[config.mk]
export PLATFORM = sky130hd
export DESIGN_NAME = demux1_4_32bit_reg
export DESIGN_NICKNAME = d
export VERILOG_FILES = /design/src/rtl/demux1_4_32bit_reg.sv
export SDC_FILE = /design/constraint.sdc
export NUM_CORES = 1
export LEC_CHECK = 0
export ABC_CLOCK_PERIOD_IN_PS = 1600
export BUFFER_PORTS_ARGS = -buffer_cell sky130_fd_sc_hd__buf_2
export CORE_MARGIN = 2
export CORE_UTILIZATION = 41
export DETAILED_ROUTE_END_ITERATION = 8
export HOLD_SLACK_MARGIN = 0.12
export PLACE_DENSITY = 0.76
export SYNTH_ARGS = -nofsm -noshare
export SYNTH_HDL_FRONTEND = slang
export SYNTH_SLANG_ARGS = --single-unit
export TNS_END_PERCENT = 30
[constraint.sdc]
create_clock -name clk -period 1.6 [get_ports clk]
set_clock_uncertainty 0.15 [all_clocks]
set_input_delay 0.32 -clock clk [delete_from_list [all_inputs] [get_ports clk]]
set_output_delay 0.32 -clock clk [all_outputs]
set_load 0.02 [all_outputs]
[src/rtl/demux1_4_32bit_reg.sv]
// demux1_4_32bit_reg: registered 1-to-4 demultiplexer for the Alu32 datapath.
// One word per cycle comes in on a valid/ready port and goes to one of four
// output channels chosen by in_sel. Each channel has a one-entry holding
// register with its own valid/ready handshake, so a stalled consumer only
// blocks words that are addressed to it.
// Optional build macro DEMUX1_4_STATS_EN adds per-channel 16-bit transfer
// counters (stat_count) and a synchronous clear input (stat_clr).
module demux1_4_32bit_reg #(
  parameter int WIDTH = 32
) (
  input  logic             clk,
  input  logic             rst_n,
  input  logic             in_valid,
  output logic             in_ready,
  input  logic [WIDTH-1:0] in_data,
  input  logic [1:0]       in_sel,
  output logic [3:0]       out_valid,
  input  logic [3:0]       out_ready,
  output logic [WIDTH-1:0] out_data0,
  output logic [WIDTH-1:0] out_data1,
  output logic [WIDTH-1:0] out_data2,
  output logic [WIDTH-1:0] out_data3
`ifdef DEMUX1_4_STATS_EN
  ,
  input  logic             stat_clr,
  output logic [63:0]      stat_count
`endif
);

  typedef enum logic {
    EMPTY = 1'b0,
    FULL  = 1'b1
  } ch_state_e;

  ch_state_e        state_q [4];
  ch_state_e        state_d [4];
  logic [WIDTH-1:0] data_q  [4];
  logic [WIDTH-1:0] data_d  [4];
  logic             accept_s;

  // Ready depends only on the addressed channel: it has room if it is empty
  // or if its consumer drains it in this same cycle.
  always_comb begin
    in_ready = 1'b0;
    if ((state_q[in_sel] == EMPTY) || out_ready[in_sel]) begin
      in_ready = 1'b1;
    end else begin
      in_ready = 1'b0;
    end
  end

  assign accept_s = in_valid & in_ready;

  // Per-channel next state and next data: a new word for this channel wins
  // over a drain, which keeps a full channel streaming at one word per cycle.
  always_comb begin
    for (int k = 0; k < 4; k++) begin
      state_d[k] = state_q[k];
      data_d[k]  = data_q[k];
      case (state_q[k])
        EMPTY: begin
          if (accept_s && (in_sel == k[1:0])) begin
            state_d[k] = FULL;
            data_d[k]  = in_data;
          end else begin
            state_d[k] = EMPTY;
          end
        end
        FULL: begin
          if (accept_s && (in_sel == k[1:0])) begin
            state_d[k] = FULL;
            data_d[k]  = in_data;
          end else if (out_ready[k]) begin
            state_d[k] = EMPTY;
          end else begin
            state_d[k] = FULL;
          end
        end
        default: begin
          state_d[k] = EMPTY;
        end
      endcase
    end
  end

  // Channel state and holding registers; reset drops every held word.
  always_ff @(posedge clk or negedge rst_n) begin
    if (!rst_n) begin
      for (int k = 0; k < 4; k++) begin
        state_q[k] <= EMPTY;
        data_q[k]  <= '0;
      end
    end else begin
      for (int k = 0; k < 4; k++) begin
        state_q[k] <= state_d[k];
        data_q[k]  <= data_d[k];
      end
    end
  end

  // Outputs come straight from the registers.
  always_comb begin
    for (int k = 0; k < 4; k++) begin
      out_valid[k] = (state_q[k] == FULL);
    end
  end

  assign out_data0 = data_q[0];
  assign out_data1 = data_q[1];
  assign out_data2 = data_q[2];
  assign out_data3 = data_q[3];

`ifdef DEMUX1_4_STATS_EN
  logic [15:0] cnt_q [4];
  logic [15:0] cnt_d [4];

  // Count completed output transfers per channel; clear has priority and the
  // counters wrap naturally at 16 bits.
  always_comb begin
    for (int k = 0; k < 4; k++) begin
      if (stat_clr) begin
        cnt_d[k] = 16'h0000;
      end else if (out_valid[k] && out_ready[k]) begin
        cnt_d[k] = cnt_q[k] + 16'h0001;
      end else begin
        cnt_d[k] = cnt_q[k];
      end
    end
  end

  // Transfer counter registers.
  always_ff @(posedge clk or negedge rst_n) begin
    if (!rst_n) begin
      for (int k = 0; k < 4; k++) begin
        cnt_q[k] <= 16'h0000;
      end
    end else begin
      for (int k = 0; k < 4; k++) begin
        cnt_q[k] <= cnt_d[k];
      end
    end
  end

  assign stat_count = {cnt_q[3], cnt_q[2], cnt_q[1], cnt_q[0]};
`endif

endmodule

Word level (Yosys, flattened, before mapping)

Cells that the tools add are included.

Flip-flop bits (word level): 132
Bits of input ports: 41
Output and inout bits: 133
Word-level logic and storage cells: 52

$lt $le $gt $ge: 2
Eq/ne operators: 3
Mux-type cells: 26
Bitwise gates (word level): 7
Reductions and logical operators: 6

Operator list:

| kind                                                 | number |
|---|---|
| 2-to-1 mux 32 bit                                    | 4 |
| 2-to-1 mux 1 bit                                     | 16 |
| one-hot mux 1 bit (2 select lines)                   | 4 |
| NOT 1 bit                                            | 5 |
| binary-select mux 1 bit (select 2 bit)               | 2 |
| equality test 2 bit (second input constant)          | 2 |
| logical AND 1 bit                                    | 4 |
| >= comparator 3 bit (second input constant)          | 1 |
| < comparator 2 x 3 -> 1 bit (second input constant)  | 1 |
| NOT 2 -> 3 bit                                       | 1 |
| equality test 2 x 1 -> 1 bit (second input constant) | 1 |
| zero test 2 bit                                      | 1 |
| AND 1 bit                                            | 1 |
| logical OR 1 bit                                     | 1 |

Depth between registers and ports, before layout

Depth in word-level cells: 11
Depth in mapped cells: 6
Gate-level depth less buffers: 3

Worst setup path before layout

OpenSTA, ideal clock, no wires.

Path kind: register to register
Start point: register state_q, in the netlist out_valid[1]
End point: register data_q, in the netlist out_data1[10]
Library setup time: 0.125 ns
Arrival time: 1.360 ns
Required time: 1.325 ns
Slack: -0.034 ns
Stages on the path, launching flop included: 5
Buffers on the path: 1
Clock period less this slack: 1.634 ns
Path through: dfrtp_1 > nand2b_1 > nor3b_4 > buf_6 > mux2_2

Longest elaborated chain between the ends: 8

RTL lines:

| element                                              | RTL line | RTL |
|---|---|---|
| from (decl)                                          | 35       | `ch_state_e state_q [4];` |
| from (signal, indexed assignment)                    | 95       | `state_q[k] <= state_d[k];` |
| binary-select mux 1 bit (select 2 bit)               | 45       | `if ((state_q[in_sel] == EMPTY) \|\| out_ready[in_sel]) begin` |
| 2-to-1 mux 1 bit (not written as such) (2 in series) | 45       |  |
| NOT 1 bit                                            | 45       |  |
| logical OR 1 bit                                     | 45       |  |
| 2-to-1 mux 1 bit                                     | 45       |  |
| AND 1 bit                                            | 52       | `assign accept_s = in_valid & in_ready;` |
| logical AND 1 bit                                    | 62, 70   |  |
| to (signal, indexed assignment)                      | 96       | `data_q[k] <= data_d[k];` |
| to (decl)                                            | 37       | `logic [WIDTH-1:0] data_q [4];` |

Every way passes these cells. The select of a mux whose other input is x is not followed.
A chain may end at the register's enable or synchronous reset.

Worst setup path after layout

Start point: register state_q, in the netlist out_valid[0]
End point: output in_ready

Longest elaborated chain between the ends: 6

RTL lines:

| element                                              | RTL line | RTL |
|---|---|---|
| binary-select mux 1 bit (select 2 bit)               | 45       |  |
| 2-to-1 mux 1 bit (not written as such) (2 in series) | 45       |  |
| NOT 1 bit                                            | 45       |  |
| logical OR 1 bit                                     | 45       |  |
| 2-to-1 mux 1 bit                                     | 45       |  |
| to (decl)                                            | 14       | `output logic in_ready,` |

Every way passes these cells. The select of a mux whose other input is x is not followed.

==> out/qor.yml <==
cts:
  clk-insertion-delay-late_ps: 410
  clk_pin_slew_ps: 60
  clock_sinks: 132
  numCtsBuffers: 17
  tritoncts: "built"
  cts.path.max_buffers: 2
  htree_num_levels: 4
  cts_root_buffer: "clkbuf_16"
layout:
  post-route-util_pct: 61.32
  final_cells: 690
  areaGrowthSynthToFinish_pct: 46.70
  drive_above_1_share_pct: 65.62
  final_nets: 569
sta:
  hold_violations: 0
  final_max_slew_viol_count: 0
  slew_headroom_pct: 77.34
  fin_ws_ps: -427.7
  worst_pin_slew_ps: 339.8
  fmax_mhz: 493.2
  setup_violations: 34
  holdWs_ps: 195.4
  final.setup.tns_ps: -4258
  min_period_ps: 2028
  finalCritPeriodShare_pct: 126.7
  rsz0062_at_grt: "yes"
grt:
  antenna_found_initial: 2
  grt_pass1_wl_mm: 19.84
  grt_overflow: 0
  grt_max_degree: 42
  grt_usage_pct: 20.27
  grt_pass1_vias: 3683
synthesis:
  ys_types: 16
  ys_warn_count: 0
  syn-instance-count: 292
  synth_most_common_cell: "dfrtp_1"
  syn-cell-area_sq_um: 5000
  syn-num-nets: 333
  synth_top_area_share_pct: 66.07
  synth_largest_area_cell: "dfrtp_1"
  synth_seq_area_share_pct: 66.07
  synth_area_leaders: "dfrtp_1 66%, mux2_2 28%, buf_6 2.0%"
  synthTopCellsByCount: "132 x dfrtp_1, 124 x mux2_2, 9 x buf_6"
  synth_edf_count: 0
  syn_avg_cell_area_sq_um: 17.12
  synth_ff_type: "dfrtp_1"
  ys_ff_latch: 132
  async_flop_share_pct: 100.0
critical_path:
  critical_path.startpoint: "out_valid[0]"
  critPathSlowestCell: "mux4_2"
  worstReg2RegEnd: "out_data1[17]"
  critPathCaptureType: "output pin"
  regToRegStartpoint: "out_valid[1]"
  reg2regPathDepth: 6
  crit_fanout: 3
  crit_type: "reg2out"
  critPathRequiredTime_ps: 1130
  cp_slowest_stage_delay_ps: 500
  path_cells: "nand2b_1 > mux4_2 > buf_6"
  cp.arrival_ps: 1560
  timing.reg2reg.setup_slack_ps: -150
  cp-endpoint: "in_ready"
  start_kind: "flop"
place:
  io_buffers: 173
  placedCellCount: 610
  hpwlAfterDp_mm: 7.891
  place.gp.congestion: 0.7517
detailed_routing:
  first_pass_iters: 4
  drtAntennaViolNets: 0
  routed-via-count: 3377
  drtIter0Drc: 131
  drt_wl_total_mm: 12.57
  wl_per_cell_um: 18.22
  drc: 0
  vias_per_cell: 4.894
min_path:
  hp-class: "in2reg"
job:
  cap_violations: 0
floorplanning:
  initial_core_util_pct: 41.80
  io_pins: 174
  core_sq_um: 11960
  rows: 40
  die_area_sq_um: 13090
  dieWidth_um: 114.4
  dieHeight_um: 114.4
power_and_ir_drop:
  vdd_ir_drop_max_mv: 0.8065
  power.leakage_nw: 3.538
  report.power.total_w: 0.01090
  power_density_nw_per_um2: 1486
outcome:
  violations: "setup timing"
  status: "complete, but fails checks"
-- report_power, final --
| part | internal (W) | switching (W) | total, W |
|---|---|---|---|
| sequential | 0.00404 | 0.000353 | 0.00439 |
| combinational | 0.00128 | 0.00160 | 0.00288 |
| clock | 0.00227 | 0.00136 | 0.00363 |
-- critical path: cells and delay by family, from the launching register on --
family        cells  cell delay (ps)
flops             1              370
mux               1              500
buf+inv           1              150
simple gates      1              130
-- metal layers --
metal	vias to the layer above	part of all wire, %	global-route usage, %
met5	-	0	0
met4	0	1.7	8.618
met3	19	5.7	6.194
met2	117	50	33.06
met1	1734	43	25.06
li1	1507	-	-
-- sequential cells by signal, summed over array words and instances (netlist names) --
| name | count |
|---|---|
| out_data2 | 32 |
| out_valid | 4 |
| out_data3 | 32 |
| out_data1 | 32 |
| out_data0 | 32 |
-- what timing repair did --
action,in CTS,in global routing
gates cloned,3,0
endpoints found under the hold margin,264,0
pin swaps,0,1
hold buffers,38,0
resized for setup,33,21
setup buffers,5,2
setup endpoints to repair,37,99
-- kinds of logic (layout without fill, tap and decap cells) --
| group | after synthesis | count (layout) | share of synthesized area (%) |
|---|---|---|---|
| AOI/OAI and AO/OA | 1 | 1 | 0.1000 |
| and+or+nand+nor | 15 | 15 | 1.927 |
| other | 0 | 2 | 0 |
| buffers and inverters | 15 | 264 | 2.628 |
| muxes | 129 | 129 | 29.28 |
| DFF | 132 | 132 | 66.07 |
-- metrics by stage --
| step | setup WS (ps) | cell area [sq um] |
|---|---|---|
| finish | -427.7 | 7335 |
| CTS | -414.6 | 7283 |
| global placement | -121.4 | 6120 |
| detailed placement | -141.9 | 6120 |
| floorplan | -15.83 | 5001 |
| global route | -456.9 | 7335 |
-- layout make-up --
cell class	count	area [sq um]
clock buffers	21	440.4
flip-flops and latches	132	3304
repair buffers	232	1573
multi-input cells	145	1717
fillers	922	4627
well taps	147	183.9
clock inverters	11	111.4
diodes	2	5.005
-- worst min path at each step --
stage	end	depth (start not counted)	start	slack, ps
floorplan	out_data0[0]	0	rst_n	-130
global placement	out_data0[8]	1	rst_n	80
detailed placement	out_data0[10]	1	rst_n	80
CTS	out_valid[1]	4	out_ready[1]	170
global route	out_valid[1]	4	out_ready[1]	210
finish	out_valid[1]	4	out_ready[1]	200
-- placed cells by master, fill, tap and decap left out, drive strengths merged --
master        instances
buf                 194
dfrtp               132
mux2                128
dlygate4sd3          37
clkbuf               21
clkinv                8
nand2                 5
nand2b                4
diode                 2
bufinv                2
nor2b                 2
mux4                  1
nand3                 1
o21ai                 1
nand3b                1
nor3b                 1
and3                  1
clkinvlp              1
dlymetal6s4s          1
Note: power is estimated with default switching activity, not from simulation.
